## src/rtl/conv_layer_pkg.sv

```systemverilog
// ---------------------------------------------------------------------------
// conv_layer_pkg
// Shared definitions between the convolution layer controller and the
// convolution input interface: command/ack encodings, the controller state
// enumeration and small helper functions.
// ---------------------------------------------------------------------------
package conv_layer_pkg;

  typedef logic [1:0] cmd_t;
  typedef logic [1:0] ack_t;

  localparam cmd_t CMD_IDLE    = 2'd0;
  localparam cmd_t CMD_PRELOAD = 2'd1;
  localparam cmd_t CMD_SHIFT   = 2'd2;
  localparam cmd_t CMD_LOAD    = 2'd3;

  localparam ack_t ACK_IDLE        = 2'd0;
  localparam ack_t ACK_PRELOAD_FIN = 2'd1;
  localparam ack_t ACK_SHIFT_FIN   = 2'd2;
  localparam ack_t ACK_LOAD_FIN    = 2'd3;

  typedef enum logic [3:0] {
    S_IDLE     = 4'd0,
    S_PRE_ISS  = 4'd1,
    S_PRE_WAIT = 4'd2,
    S_SH_ISS   = 4'd3,
    S_SH_WAIT  = 4'd4,
    S_LD_ISS   = 4'd5,
    S_LD_WAIT  = 4'd6,
    S_DONE     = 4'd7,
    S_ERR      = 4'd8
  } ctrl_state_t;

  // True in the states where the controller is waiting for an interface ack.
  function automatic logic is_wait_state(input ctrl_state_t s);
    return (s == S_PRE_WAIT) || (s == S_SH_WAIT) || (s == S_LD_WAIT);
  endfunction

endpackage

```

## src/rtl/conv_ctrl_counter.sv

```systemverilog
// ---------------------------------------------------------------------------
// conv_ctrl_counter
// Row / column (shift) position counters for the convolution controller.
// Ports:
//   clk, rst_n            clock, asynchronous active-low reset
//   clr                   clear both counters (end of pass)
//   col_inc               advance column by one
//   col_wrap              return column to zero (end of row)
//   row_inc               advance row by one
//   row_idx, col_idx      current position
//   col_last, row_last    position is the last shift / last output row
// ---------------------------------------------------------------------------
module conv_ctrl_counter #(
  parameter int SHIFTS_PER_ROW = 30,
  parameter int OUT_ROWS       = 30,
  parameter int CNT_WIDTH      = 6
) (
  input  logic                 clk,
  input  logic                 rst_n,
  input  logic                 clr,
  input  logic                 col_inc,
  input  logic                 col_wrap,
  input  logic                 row_inc,
  output logic [CNT_WIDTH-1:0] row_idx,
  output logic [CNT_WIDTH-1:0] col_idx,
  output logic                 col_last,
  output logic                 row_last
);

  localparam logic [CNT_WIDTH-1:0] COL_MAX = CNT_WIDTH'(SHIFTS_PER_ROW - 1);
  localparam logic [CNT_WIDTH-1:0] ROW_MAX = CNT_WIDTH'(OUT_ROWS - 1);
  localparam logic [CNT_WIDTH-1:0] ONE     = CNT_WIDTH'(1);

  logic [CNT_WIDTH-1:0] row_r;
  logic [CNT_WIDTH-1:0] col_r;

  // Position counters; clr has priority so the pass always ends at (0,0).
  always_ff @(posedge clk or negedge rst_n) begin
    if (!rst_n) begin
      row_r <= '0;
      col_r <= '0;
    end else if (clr) begin
      row_r <= '0;
      col_r <= '0;
    end else begin
      if (col_wrap) begin
        col_r <= '0;
      end else if (col_inc) begin
        col_r <= col_r + ONE;
      end else begin
        col_r <= col_r;
      end
      if (row_inc) begin
        row_r <= row_r + ONE;
      end else begin
        row_r <= row_r;
      end
    end
  end

  assign row_idx  = row_r;
  assign col_idx  = col_r;
  assign col_last = (col_r == COL_MAX);
  assign row_last = (row_r == ROW_MAX);

endmodule

```

## src/rtl/conv_layer_controller.sv

```systemverilog
// ---------------------------------------------------------------------------
// conv_layer_controller
// Sequences one feature-map pass on the convolution input interface:
// PRELOAD, then per output row a run of SHIFTs followed by a LOAD (no LOAD
// after the last row). Each command is a one-cycle pulse, then the controller
// waits for the matching ack. hold stalls command issue, never ack sampling.
// Optional feature macro: CONV_CTRL_TIMEOUT_EN (ack watchdog, adds err port
// and the TIMEOUT_CYCLES parameter).
// Ports:
//   clk, rst_n      clock, asynchronous active-low reset
//   start           one-cycle pulse to begin a pass (ignored while busy)
//   hold            downstream stall
//   ack             registered interface acknowledge
//   cmd             interface command pulse
//   intf_enable     interface advance enable
//   busy            pass in progress
//   window_valid    pulse per accepted SHIFT_FIN
//   row_idx/col_idx current output row / shift within row
//   done            pulse at end of pass
//   err             (timeout build) watchdog fired, sticky until reset
// ---------------------------------------------------------------------------
module conv_layer_controller
  import conv_layer_pkg::*;
#(
  parameter int IMAGE_SIZE     = 32,
  parameter int KERNEL_SIZE    = 3,
  parameter int SHIFTS_PER_ROW = IMAGE_SIZE - KERNEL_SIZE + 1,
  parameter int OUT_ROWS       = IMAGE_SIZE - KERNEL_SIZE + 1,
  parameter int CNT_WIDTH      = 6
`ifdef CONV_CTRL_TIMEOUT_EN
  , parameter int TIMEOUT_CYCLES = 1024
`endif
) (
  input  logic                 clk,
  input  logic                 rst_n,
  input  logic                 start,
  input  logic                 hold,
  input  logic [1:0]           ack,
  output logic [1:0]           cmd,
  output logic                 intf_enable,
  output logic                 busy,
  output logic                 window_valid,
  output logic [CNT_WIDTH-1:0] row_idx,
  output logic [CNT_WIDTH-1:0] col_idx,
  output logic                 done
`ifdef CONV_CTRL_TIMEOUT_EN
  , output logic               err
`endif
);

  ctrl_state_t state_r, next_s;
  cmd_t        cmd_r, cmd_s;
  logic        busy_r, intf_en_r, wv_r, done_r, wv_s;
  logic        cnt_clr_s, col_inc_s, col_wrap_s, row_inc_s;
  logic        col_last_s, row_last_s, timeout_s;

  conv_ctrl_counter #(
    .SHIFTS_PER_ROW (SHIFTS_PER_ROW),
    .OUT_ROWS       (OUT_ROWS),
    .CNT_WIDTH      (CNT_WIDTH)
  ) u_counter (
    .clk      (clk),
    .rst_n    (rst_n),
    .clr      (cnt_clr_s),
    .col_inc  (col_inc_s),
    .col_wrap (col_wrap_s),
    .row_inc  (row_inc_s),
    .row_idx  (row_idx),
    .col_idx  (col_idx),
    .col_last (col_last_s),
    .row_last (row_last_s)
  );

`ifdef CONV_CTRL_TIMEOUT_EN
  localparam int                WAIT_W   = $clog2(TIMEOUT_CYCLES);
  localparam logic [WAIT_W-1:0] WAIT_MAX = WAIT_W'(TIMEOUT_CYCLES - 1);
  logic [WAIT_W-1:0] wait_cnt_r;
  logic              err_r;

  // Wait-cycle counter: zero outside WAIT states, so it starts at 0 on entry.
  always_ff @(posedge clk or negedge rst_n) begin
    if (!rst_n) begin
      wait_cnt_r <= '0;
    end else if (is_wait_state(state_r)) begin
      wait_cnt_r <= wait_cnt_r + WAIT_W'(1);
    end else begin
      wait_cnt_r <= '0;
    end
  end

  // Sticky error flag, cleared only by reset.
  always_ff @(posedge clk or negedge rst_n) begin
    if (!rst_n) begin
      err_r <= 1'b0;
    end else begin
      err_r <= (next_s == S_ERR);
    end
  end

  assign timeout_s = (wait_cnt_r == WAIT_MAX);
  assign err       = err_r;
`else
  assign timeout_s = 1'b0;
`endif

  // Next-state and per-cycle command/counter decisions.
  always_comb begin
    next_s     = state_r;
    cmd_s      = CMD_IDLE;
    wv_s       = 1'b0;
    cnt_clr_s  = 1'b0;
    col_inc_s  = 1'b0;
    col_wrap_s = 1'b0;
    row_inc_s  = 1'b0;
    case (state_r)
      S_IDLE: begin
        if (start) next_s = S_PRE_ISS;
        else       next_s = S_IDLE;
      end
      S_PRE_ISS: begin
        if (!hold) begin
          cmd_s  = CMD_PRELOAD;
          next_s = S_PRE_WAIT;
        end else begin
          next_s = S_PRE_ISS;
        end
      end
      S_PRE_WAIT: begin
        if (ack == ACK_PRELOAD_FIN) next_s = S_SH_ISS;
        else if (timeout_s)         next_s = S_ERR;
        else                        next_s = S_PRE_WAIT;
      end
      S_SH_ISS: begin
        if (!hold) begin
          cmd_s  = CMD_SHIFT;
          next_s = S_SH_WAIT;
        end else begin
          next_s = S_SH_ISS;
        end
      end
      S_SH_WAIT: begin
        if (ack == ACK_SHIFT_FIN) begin
          wv_s = 1'b1;
          if (!col_last_s) begin
            col_inc_s = 1'b1;
            next_s    = S_SH_ISS;
          end else if (!row_last_s) begin
            col_wrap_s = 1'b1;
            next_s     = S_LD_ISS;
          end else begin
            // Last window of the pass: both counters return to zero.
            cnt_clr_s = 1'b1;
            next_s    = S_DONE;
          end
        end else if (timeout_s) begin
          next_s = S_ERR;
        end else begin
          next_s = S_SH_WAIT;
        end
      end
      S_LD_ISS: begin
        if (!hold) begin
          cmd_s  = CMD_LOAD;
          next_s = S_LD_WAIT;
        end else begin
          next_s = S_LD_ISS;
        end
      end
      S_LD_WAIT: begin
        if (ack == ACK_LOAD_FIN) begin
          row_inc_s = 1'b1;
          next_s    = S_SH_ISS;
        end else if (timeout_s) begin
          next_s = S_ERR;
        end else begin
          next_s = S_LD_WAIT;
        end
      end
      S_DONE:  next_s = S_IDLE;
      S_ERR:   next_s = S_ERR;
      default: next_s = S_IDLE;
    endcase
  end

  // State and registered outputs, all derived from the next state.
  always_ff @(posedge clk or negedge rst_n) begin
    if (!rst_n) begin
      state_r   <= S_IDLE;
      cmd_r     <= CMD_IDLE;
      busy_r    <= 1'b0;
      intf_en_r <= 1'b0;
      wv_r      <= 1'b0;
      done_r    <= 1'b0;
    end else begin
      state_r   <= next_s;
      cmd_r     <= cmd_s;
      busy_r    <= (next_s != S_IDLE);
      intf_en_r <= (next_s != S_IDLE) && (next_s != S_ERR);
      wv_r      <= wv_s;
      done_r    <= (next_s == S_DONE);
    end
  end

  assign cmd          = cmd_r;
  assign busy         = busy_r;
  assign intf_enable  = intf_en_r;
  assign window_valid = wv_r;
  assign done         = done_r;

endmodule

```

## config.mk

```make
export PLATFORM = sky130hd
export DESIGN_NAME = conv_layer_controller
export DESIGN_NICKNAME = d
export VERILOG_FILES = /design/src/rtl/conv_layer_pkg.sv /design/src/rtl/conv_ctrl_counter.sv /design/src/rtl/conv_layer_controller.sv
export SDC_FILE = /design/constraint.sdc
export NUM_CORES = 1
export LEC_CHECK = 0
export BUFFER_PORTS_ARGS = -buffer_cell sky130_fd_sc_hd__buf_2
export CAP_MARGIN = 30
export CORE_ASPECT_RATIO = 1.75
export CORE_MARGIN = 2
export CORE_UTILIZATION = 45
export CTS_CLUSTER_DIAMETER = 50
export CTS_CLUSTER_SIZE = 20
export DETAILED_ROUTE_END_ITERATION = 16
export GPL_TIMING_DRIVEN = 0
export PLACE_DENSITY = 0.69
export RECOVER_POWER = 50
export SKIP_CTS_REPAIR_TIMING = 1
export SLEW_MARGIN = 30
export SYNTH_ARGS = -nofsm -noshare
export SYNTH_HDL_FRONTEND = slang
export SYNTH_SLANG_ARGS = --single-unit
```

## constraint.sdc

```tcl
create_clock -name clk -period 2 [get_ports clk]
set_input_delay 0.6 -clock clk [delete_from_list [all_inputs] [get_ports clk]]
set_output_delay 0.6 -clock clk [all_outputs]
set_load 0.05 [all_outputs]
```

==> flow_summary.ini, run 1 <==
[run_status]
status = finished clean

[sta]
drv_slew = 0
rsz0062_at_grt = no
fin_crit_ns = 1.86
min_period_over_period = 0.928
tightest_slew_ns = 1.14
relSlewSlack = 0.238
max_freq_mhz = 539
hold_violations = 0
hold_slack_ns = 0.495
setup_viol = 0
fin_skew_ns = 0.00366

[synthesis]
ys_top_cells_by_area = dfrtp_1, ha_1, nand2_1
synthXorXnorAreaFrac = 0.0484
synth_adder_area_share = 0.0461
syn_area_per_cell_um2 = 9.87
synth_compound_area_frac = 0.114
synthesis.area_um2 = 1090
yosysTopAreaCell = dfrtp_1
synth.distinct_cells = 31
postSynthNetCount = 120
synth_top_area_frac = 0.507
synth_warnings = 0
synth_simple_gate_area_frac = 0.247
synth_top_family_by_area = simple AND/OR/NAND/NOR gates
synth_cells = 110
ys_ff_latch = 22
yosysSeqAreaShare = 0.507
muxShareOfSynthArea = 0

[clock_network]
path_clk_slew_ns = 0.08
clockRootBuffer = clkbuf_8
cts.path.max_buffers = 2
clock_sink_count = 22
numCtsBuffers = 3
insertion_delay_ns = 0.26
h-tree-depth = 1
cts_tree = done

[worst_setup_path]
cp.required_ns = 2.12
path_depth = 5
r2r_cells = 5
r2r_end = busy
crit_chain = and2b_2, nand3_1, inv_2, nor4_2, nand4b_1
worst_setup_path_start_kind = register
max_stage_delay_ns = 0.47
path_delay_family = simple AND/OR/NAND/NOR gates
critical_path.startpoint = state_r[2]
crit_arrival_ns = 1.97
path_buf_inv = 1
cp-end-kind = register
crit_end = busy
r2r_slack_ns = 0.14
worst-path-max-fanout = 8
slowest_stage = nor4_2
path_class = register to register
worstReg2RegStart = state_r[2]

[place]
hpwl_um = 1660
post-place-cells = 158
port_buffers = 23
place.gp.congestion = 0.737

[grt]
grt_max_degree = 23
antenna_found_initial = 0
globalRouteOverflowTotal = 0
grt.total_usage = 0.179
grt_pass1_vias = 859
grt_first_pass_wirelength_um = 3570

[layout]
multi_input_area_um2 = 499
diodes = 0
layout.nets = 148
layout_common_cells = dfrtp_1, buf_2, nand2_1
seqCellArea_um2 = 551
instances_no_fill = 162
syn_to_final_growth_pct = 19.9
nFillCells = 216
drive_above_1_share = 0.234
layout_commonest_cell = dfrtp_1

[run]
maxCapViolCount = 0

[power_and_ir_drop]
p_per_area_nw_per_um2 = 1460
p_leak_nw = 0.634
vdd_ir_drop_max_v = 0.000836

[drt]
avgRoutedWirePerCell_um = 13.2
dr.pass1.iters = 4
finalWirelength_um = 2130
via_per_inst = 5.44
drtIter0Drc = 30
via_count = 881
route.antenna.remaining_nets = 0
drc = 0

[floorplan]
io_pins = 24
fp-row-count = 23
die_area_um2 = 2840
die_h_um = 69.0
start_util = 0.472
die_x_um = 41.1
coreArea_um2 = 2300

[min_path]
hp-class = register to register
==> metal layers <==
metal | vias to the layer above | routed length (um) | global-route usage
met5 | - | 0 | 0
met4 | 0 | 18 | 0.0645
met3 | 2 | 58 | 0.0192
met2 | 15 | 1180 | 0.307
met1 | 427 | 872 | 0.222
li1 | 437 | - | -
==> worst min path at each step <==
stage / end / startpoint / depth (start not counted) / slack (ns)
2_1_floorplan: busy / rst_n / 0 / 0.30
3_3_place_gp: u_counter.row_idx[5] / u_counter.row_idx[5] / 1 / 0.47
3_5_place_dp: u_counter.row_idx[5] / u_counter.row_idx[5] / 1 / 0.50
4_1_cts: u_counter.col_idx[3] / rst_n / 1 / 0.30
5_1_grt: u_counter.row_idx[5] / u_counter.row_idx[5] / 1 / 0.52
6_report: u_counter.row_idx[5] / u_counter.row_idx[5] / 1 / 0.50
==> cells in the mapped netlist, drive strengths merged <==
cell and number:
dfrtp 22, nand2 13, nor2 10, inv 9, o21ai 8, nand3 7
ha 4, nor3 4, xor2 4, a21oi 3, a2111oi 2, a211oi 2
and2b 2, nand4 2, nor4b 2, o31ai 2, or3 2, xnor2 2
a21o 1, a31oi 1, and3 1, buf 1, nand3b 1, nand4b 1
nor2b 1, nor4 1, o22ai 1, or3b 1
==> final cells by class <==
class / instances / area share
Clock buffer: 3 / 0.0317
Timing Repair Buffer: 23 / 0.0836
Inverter: 9 / 0.0259
Tap cell: 25 / 0.0240
Buffer: 1 / 0.00576
Clock inverter: 1 / 0.0231
Multi-Input combinational cell: 78 / 0.383
Sequential cell: 22 / 0.423
==> flip-flops by register name, indices dropped and copies added, names as in the netlist <==
name	cells
window_valid	1
u_counter.col_idx	6
intf_enable	1
u_counter.row_idx	6
state_r	4
done	1
busy	1
cmd	2
==> cells by family (layout without fill, tap and decap cells) <==
kind of cell / count (synthesis) / count (layout)
fa+ha+maj: 4 / 4
compound gates: 20 / 20
xor+xnor: 6 / 6
flops: 22 / 22
buf+inv: 10 / 37
simple gates: 48 / 48
==> where the power goes <==
part | switching [mW] | internal [mW] | total, mW
clock | 0.139 | 0.267 | 0.406
sequential | 0.125 | 0.561 | 0.685
combinational | 0.587 | 0.224 | 0.811
==> stage by stage <==
| step | TNS [ns] | power [mW] | cell area [um^2] | setup slack (ns) | utilization |
|---|---|---|---|---|---|
| 3_5_place_dp | -0.0758 | 1.51 | 1230 | -0.0386 | 0.535 |
| 5_1_grt | 0 | 2.02 | 1300 | 0.000465 | 0.566 |
| 6_report | 0 | 1.90 | 1300 | 0.145 | 0.566 |
| 2_1_floorplan | 0 | 1.31 | 1090 | 0.00463 | - |
| 4_1_cts | 0 | 1.92 | 1300 | 0.130 | 0.566 |
| 3_3_place_gp | 0 | 1.48 | 1230 | 0.00331 | 0.535 |
No activity file was read; power rests on OpenSTA's default activity.
==> run 2, diff against run 1 <==
--- a/config.mk
+++ b/config.mk
@@ -7,17 +7,18 @@
 export LEC_CHECK = 0
 export BUFFER_PORTS_ARGS = -buffer_cell sky130_fd_sc_hd__buf_2
 export CAP_MARGIN = 30
-export CORE_ASPECT_RATIO = 1.75
 export CORE_MARGIN = 2
-export CORE_UTILIZATION = 45
+export CORE_UTILIZATION = 52
 export CTS_CLUSTER_DIAMETER = 50
 export CTS_CLUSTER_SIZE = 20
 export DETAILED_ROUTE_END_ITERATION = 16
 export GPL_TIMING_DRIVEN = 0
-export PLACE_DENSITY = 0.69
+export PLACE_DENSITY = 0.78
 export RECOVER_POWER = 50
 export SKIP_CTS_REPAIR_TIMING = 1
+export SKIP_LAST_GASP = 1
 export SLEW_MARGIN = 30
 export SYNTH_ARGS = -nofsm -noshare
 export SYNTH_HDL_FRONTEND = slang
+export SYNTH_HIERARCHICAL = 1
 export SYNTH_SLANG_ARGS = --single-unit
==> flow_summary.ini, run 2 <==
[floorplan]
fp-row-count = 16
coreArea_um2 = 2000
start_util = 0.559
io_pins = 24
die_x_um = 50.4
die_h_um = 50.4
die_area_um2 = 2540

[sta]
min_period_over_period = 1.06
fin_skew_ns = 0.00600
timing.final.ws_setup_ns = -0.127
rsz0062_at_grt = yes
max_freq_mhz = 470
fin_crit_ns = 2.13
hold_violations = 0
relSlewSlack = 0.269
tightest_slew_ns = 1.10
drv_slew = 0
setup_viol = 2

[layout]
diodes = 0
syn_to_final_growth_pct = 23.4
drive_above_1_share = 0.420
fin_area_um2 = 1380
layout_commonest_cell = buf_2
layout.nets = 149
layout_common_cells = buf_2, dfrtp_1, nand2_1, nor2_1, dfrtp_2
nFillCells = 163

[drt]
via_count = 901
avgRoutedWirePerCell_um = 13.3
drc = 0
drtIter0Drc = 11
dr.pass1.iters = 4
finalWirelength_um = 2200
route.antenna.remaining_nets = 0
via_per_inst = 5.46

[clock_network]
path_clk_slew_ns = 0.12
h-tree-depth = 1
clockRootBuffer = clkbuf_4
numCtsBuffers = 3
cts_tree = done
cts.path.max_buffers = 2
insertion_delay_ns = 0.30
clock_sink_count = 22

[synthesis]
synth.distinct_cells = 34
yosysTopAreaCell = dfrtp_1
synth_adder_area_share = 0.0447
async_flop_share = 1.00
syn_area_per_cell_um2 = 10.4
synthFlopType = dfrtp_1
yosysSeqAreaShare = 0.492
synth_simple_gate_area_frac = 0.245
muxShareOfSynthArea = 0
postSynthNetCount = 118
ys_top_cells_by_area = dfrtp_1, xor2_1, ha_1
synthMostInstantiatedCell = dfrtp_1
ys_top_cells_by_count = dfrtp_1, nor2_1, nand2_1, xor2_1
synth_top_area_frac = 0.492
synth_edf_count = 0
synthXorXnorAreaFrac = 0.0783
synthesis.area_um2 = 1120
synth_warnings = 6
ys_ff_latch = 22
synth_cells = 108
synth_compound_area_frac = 0.102
synth_top_family_by_area = simple AND/OR/NAND/NOR gates

[grt]
grt_first_pass_wirelength_um = 3840
grt_max_degree = 23
grt.total_usage = 0.204
antenna_found_initial = 0
globalRouteOverflowTotal = 0
grt_pass1_vias = 884

[place]
place_ws_ns = -0.310
place_area_um2 = 1310
place.gp.congestion = 0.783
port_buffers = 23
hpwl_um = 1600

[run]
maxCapViolCount = 0

[worst_setup_path]
worst-path-max-fanout = 7
worst_setup_path_start_kind = register
path_class = register to register
cp.required_ns = 2.22
cp-end-kind = register
crit_arrival_ns = 2.35

[run_status]
violations = setup timing
status = complete, but fails checks

[power_and_ir_drop]
power_mw = 1.76
p_leak_nw = 0.650
vdd_ir_drop_max_v = 0.000830
p_per_area_nw_per_um2 = 1280

[min_path]
hp-class = input pin to async pin
run 2: changes by cell type in the layout (fill, tap and decap cells not counted), sizes merged, moves of 3 or more:
cell and delta:
nand3 -4, buf +9, xor2 +3, o21ai -6
nor2 +3, nand2 -3, nor2b +3, inv -5
run 2: path summary, 6_finish.rpt:
kind / start / end / slack, ns / cells past startpoint
max: state_r[0] / u_counter/col_idx[5] / -0.13 / 7
min: rst_n / done / 0.48 / 1
max reg2reg: state_r[0] / u_counter/col_idx[5] / -0.13 / 7
min reg2reg: u_counter/col_idx[4] / u_counter/col_idx[4] / 0.58 / 2
max in group asynchronous: rst_n / u_counter/col_idx[0] / 0.79 / 1
min in group clk: hold / cmd[1] / 0.53 / 2
run 2: cell families (layout without fill, tap and decap cells):
kind of cell    count (synthesis)  after routing
xor+xnor                       10             10
flops                          22             22
buf+inv                         8             38
fa+ha+maj                       4              4
compound gates                 13             13
simple gates                   51             51
run 2: power breakdown:
group / internal (mW) / total (mW) / switching, mW
Clock: 0.0776 / 0.200 / 0.123
Sequential: 0.551 / 0.634 / 0.0824
Combinational: 0.339 / 0.928 / 0.588
Total: 0.968 / 1.76 / 0.793
run 2: area by class of cell:
| type | instances | area [um^2] | area share |
|---|---|---|---|
| Clock buffer | 4 | 26.3 | 0.0190 |
| Inverter | 4 | 15.0 | 0.0109 |
| Sequential cell | 22 | 561 | 0.406 |
| Timing Repair Buffer | 27 | 144 | 0.104 |
| Buffer | 3 | 26.3 | 0.0190 |
| Multi-Input combinational cell | 78 | 574 | 0.416 |
| Tap cell | 27 | 33.8 | 0.0245 |
run 2: per-stage QoR:
stage | instances | TNS, ns | utilization | hold slack (ns)
floorplan | 108 | -0.828 | - | 0.304
global placement | 158 | -1.26 | 0.652 | 0.563
detailed placement | 158 | -1.53 | 0.652 | 0.555
CTS | 162 | -0.855 | 0.665 | 0.248
global route | 165 | -0.609 | 0.689 | 0.525
finish | 165 | -0.168 | 0.689 | 0.475
run 2: critical path, cell delays in order (launching register included):
cell,delay (ns)
dfrtp_2,0.45
nor2_2,0.15
or4b_4,0.54
nor2_1,0.11
clkbuf_4,0.19
nand3_1,0.11
or3_1,0.33
a21oi_1,0.17
run 2: layer usage:
layer	up-vias	track usage	wire length, um
li1	434	-	-
met1	444	0.253	927
met2	19	0.360	1180
met3	4	0.0357	68
met4	0	0.0676	26
met5	-	0	0
==> run 3, diff against run 2 <==
--- a/config.mk
+++ b/config.mk
@@ -6,7 +6,6 @@
 export NUM_CORES = 1
 export LEC_CHECK = 0
 export BUFFER_PORTS_ARGS = -buffer_cell sky130_fd_sc_hd__buf_2
-export CAP_MARGIN = 30
 export CORE_MARGIN = 2
 export CORE_UTILIZATION = 52
 export CTS_CLUSTER_DIAMETER = 50
@@ -15,6 +14,7 @@
 export GPL_TIMING_DRIVEN = 0
 export PLACE_DENSITY = 0.78
 export RECOVER_POWER = 50
+export REMOVE_ABC_BUFFERS = 1
 export SKIP_CTS_REPAIR_TIMING = 1
 export SKIP_LAST_GASP = 1
 export SLEW_MARGIN = 30
==> flow_summary.ini, run 3 (same netlist as run 2, synthesis figures left out) <==
[run_status]
status = complete, but fails checks
violations = setup timing

[worst_setup_path]
path_delay_family = simple AND/OR/NAND/NOR gates
crit_chain = inv_1, ha_2, nor3b_4, or3_4, a21boi_4, o22ai_4, buf_4, or3_2
cp.required_ns = 2.18
path_class = register to register
r2r_cells = 8
worstReg2RegStart = u_counter/col_idx[1]
max_stage_delay_ns = 0.42
path_buf_inv = 2
cp-end-kind = register
r2r_slack_ns = -0.05
crit_arrival_ns = 2.24
r2r_end = intf_enable
worst_setup_path_start_kind = register
worst-path-max-fanout = 5
slowest_stage = dfrtp_1

[sta]
fin_crit_ns = 2.05
hold_violations = 0
timing.final.ws_setup_ns = -0.0539
tightest_slew_ns = 1.13
fin_skew_ns = 0.00491
rsz0062_at_grt = yes
min_period_over_period = 1.03
max_freq_mhz = 487
drv_slew = 0
setup_viol = 5
relSlewSlack = 0.249
setup_tns_ns = -0.209

[min_path]
hp-class = input pin to async pin

[floorplan]
coreArea_um2 = 2000
fp-row-count = 16
die_area_um2 = 2540
io_pins = 24
die_x_um = 50.4
start_util = 0.559
die_h_um = 50.4

[layout]
drive_above_1_share = 0.394
diodes = 0
layout_common_cells = buf_2, dfrtp_1, nor2_1
layout.nets = 149
fin_area_um2 = 1380
layout_commonest_cell = buf_2
syn_to_final_growth_pct = 23.6
post-route-util = 0.691

[drt]
drtIter0Drc = 9
route.antenna.remaining_nets = 0
avgRoutedWirePerCell_um = 13.6
drc = 0
finalWirelength_um = 2230
dr.pass1.iters = 4
via_count = 881
via_per_inst = 5.37

[power_and_ir_drop]
p_seq_frac = 0.387
power_mw = 1.75
p_per_area_nw_per_um2 = 1270
switching_share = 0.455
p_leak_nw = 0.663
p_comb_frac = 0.502
p_sw_mw = 0.798
vdd_ir_drop_max_v = 0.000901
internal-power_mw = 0.954
clkPwrFrac = 0.111

[clock_network]
clock_sink_count = 22
cts.path.max_buffers = 2
path_clk_slew_ns = 0.11
insertion_delay_ns = 0.30
cts_tree = done
numCtsBuffers = 3
h-tree-depth = 1
clockRootBuffer = clkbuf_4

[grt]
grt_max_degree = 23
grt.total_usage = 0.186
grt_busiest_layer = met2
globalRouteOverflowTotal = 0
grtUsageMet2 = 0.314
grt_pass1_vias = 826
antenna_found_initial = 0
grt_use_met3 = 0.0417
grt_first_pass_wirelength_um = 3570
grtUsageMet1 = 0.224

[place]
port_buffers = 23
place.gp.congestion = 0.725
hpwl_um = 1480
place_area_um2 = 1240

[run]
maxCapViolCount = 0
[run 3: power groups by stage]
stage / sequential [mW] / combinational, mW / clock, mW
after floorplan: 0.918 / 0.320 / 0
after global placement: 0.676 / 0.711 / 0
after detailed placement: 0.684 / 0.733 / 0
after CTS: 0.676 / 0.734 / 0.202
after global routing: 0.696 / 0.957 / 0.219
final: 0.678 / 0.880 / 0.194
[run 3: metal layers]
layer | share of wire | vias to the layer above
met3 | 0.040 | 2
met4 | 0.0067 | 0
li1 | - | 428
met5 | 0 | -
met1 | 0.42 | 435
met2 | 0.53 | 16
[run 3: stage by stage]
step	hold WS (ns)	setup slack, ns	std cells
floorplan	0.304	-0.580	104
finish	0.486	-0.0539	164
global route	0.537	-0.154	164
global placement	0.553	-0.406	154
detailed placement	0.563	-0.450	154
CTS	0.247	-0.483	157
[run 3: cell type report]
cell class | instances | area [um^2]
fillers | 156 | 619
multi-input cells | 78 | 584
flip-flops and latches | 22 | 557
repair buffers | 30 | 170
well taps | 27 | 33.8
clock buffers | 3 | 22.5
inverters | 4 | 15.0
[run 3: worst max path at each step]
stage | cells after the start | to | from | slack [ns]
6_report | 8 | intf_enable | u_counter/col_idx[1] | -0.05
2_1_floorplan | 9 | u_counter/col_idx[1] | u_counter/col_idx[1] | -0.58
5_1_grt | 9 | u_counter/col_idx[5] | u_counter/col_idx[1] | -0.15
3_5_place_dp | 8 | u_counter/col_idx[1] | u_counter/col_idx[0] | -0.45
3_3_place_gp | 8 | u_counter/col_idx[1] | u_counter/col_idx[0] | -0.41
4_1_cts | 8 | u_counter/col_idx[1] | u_counter/col_idx[0] | -0.48
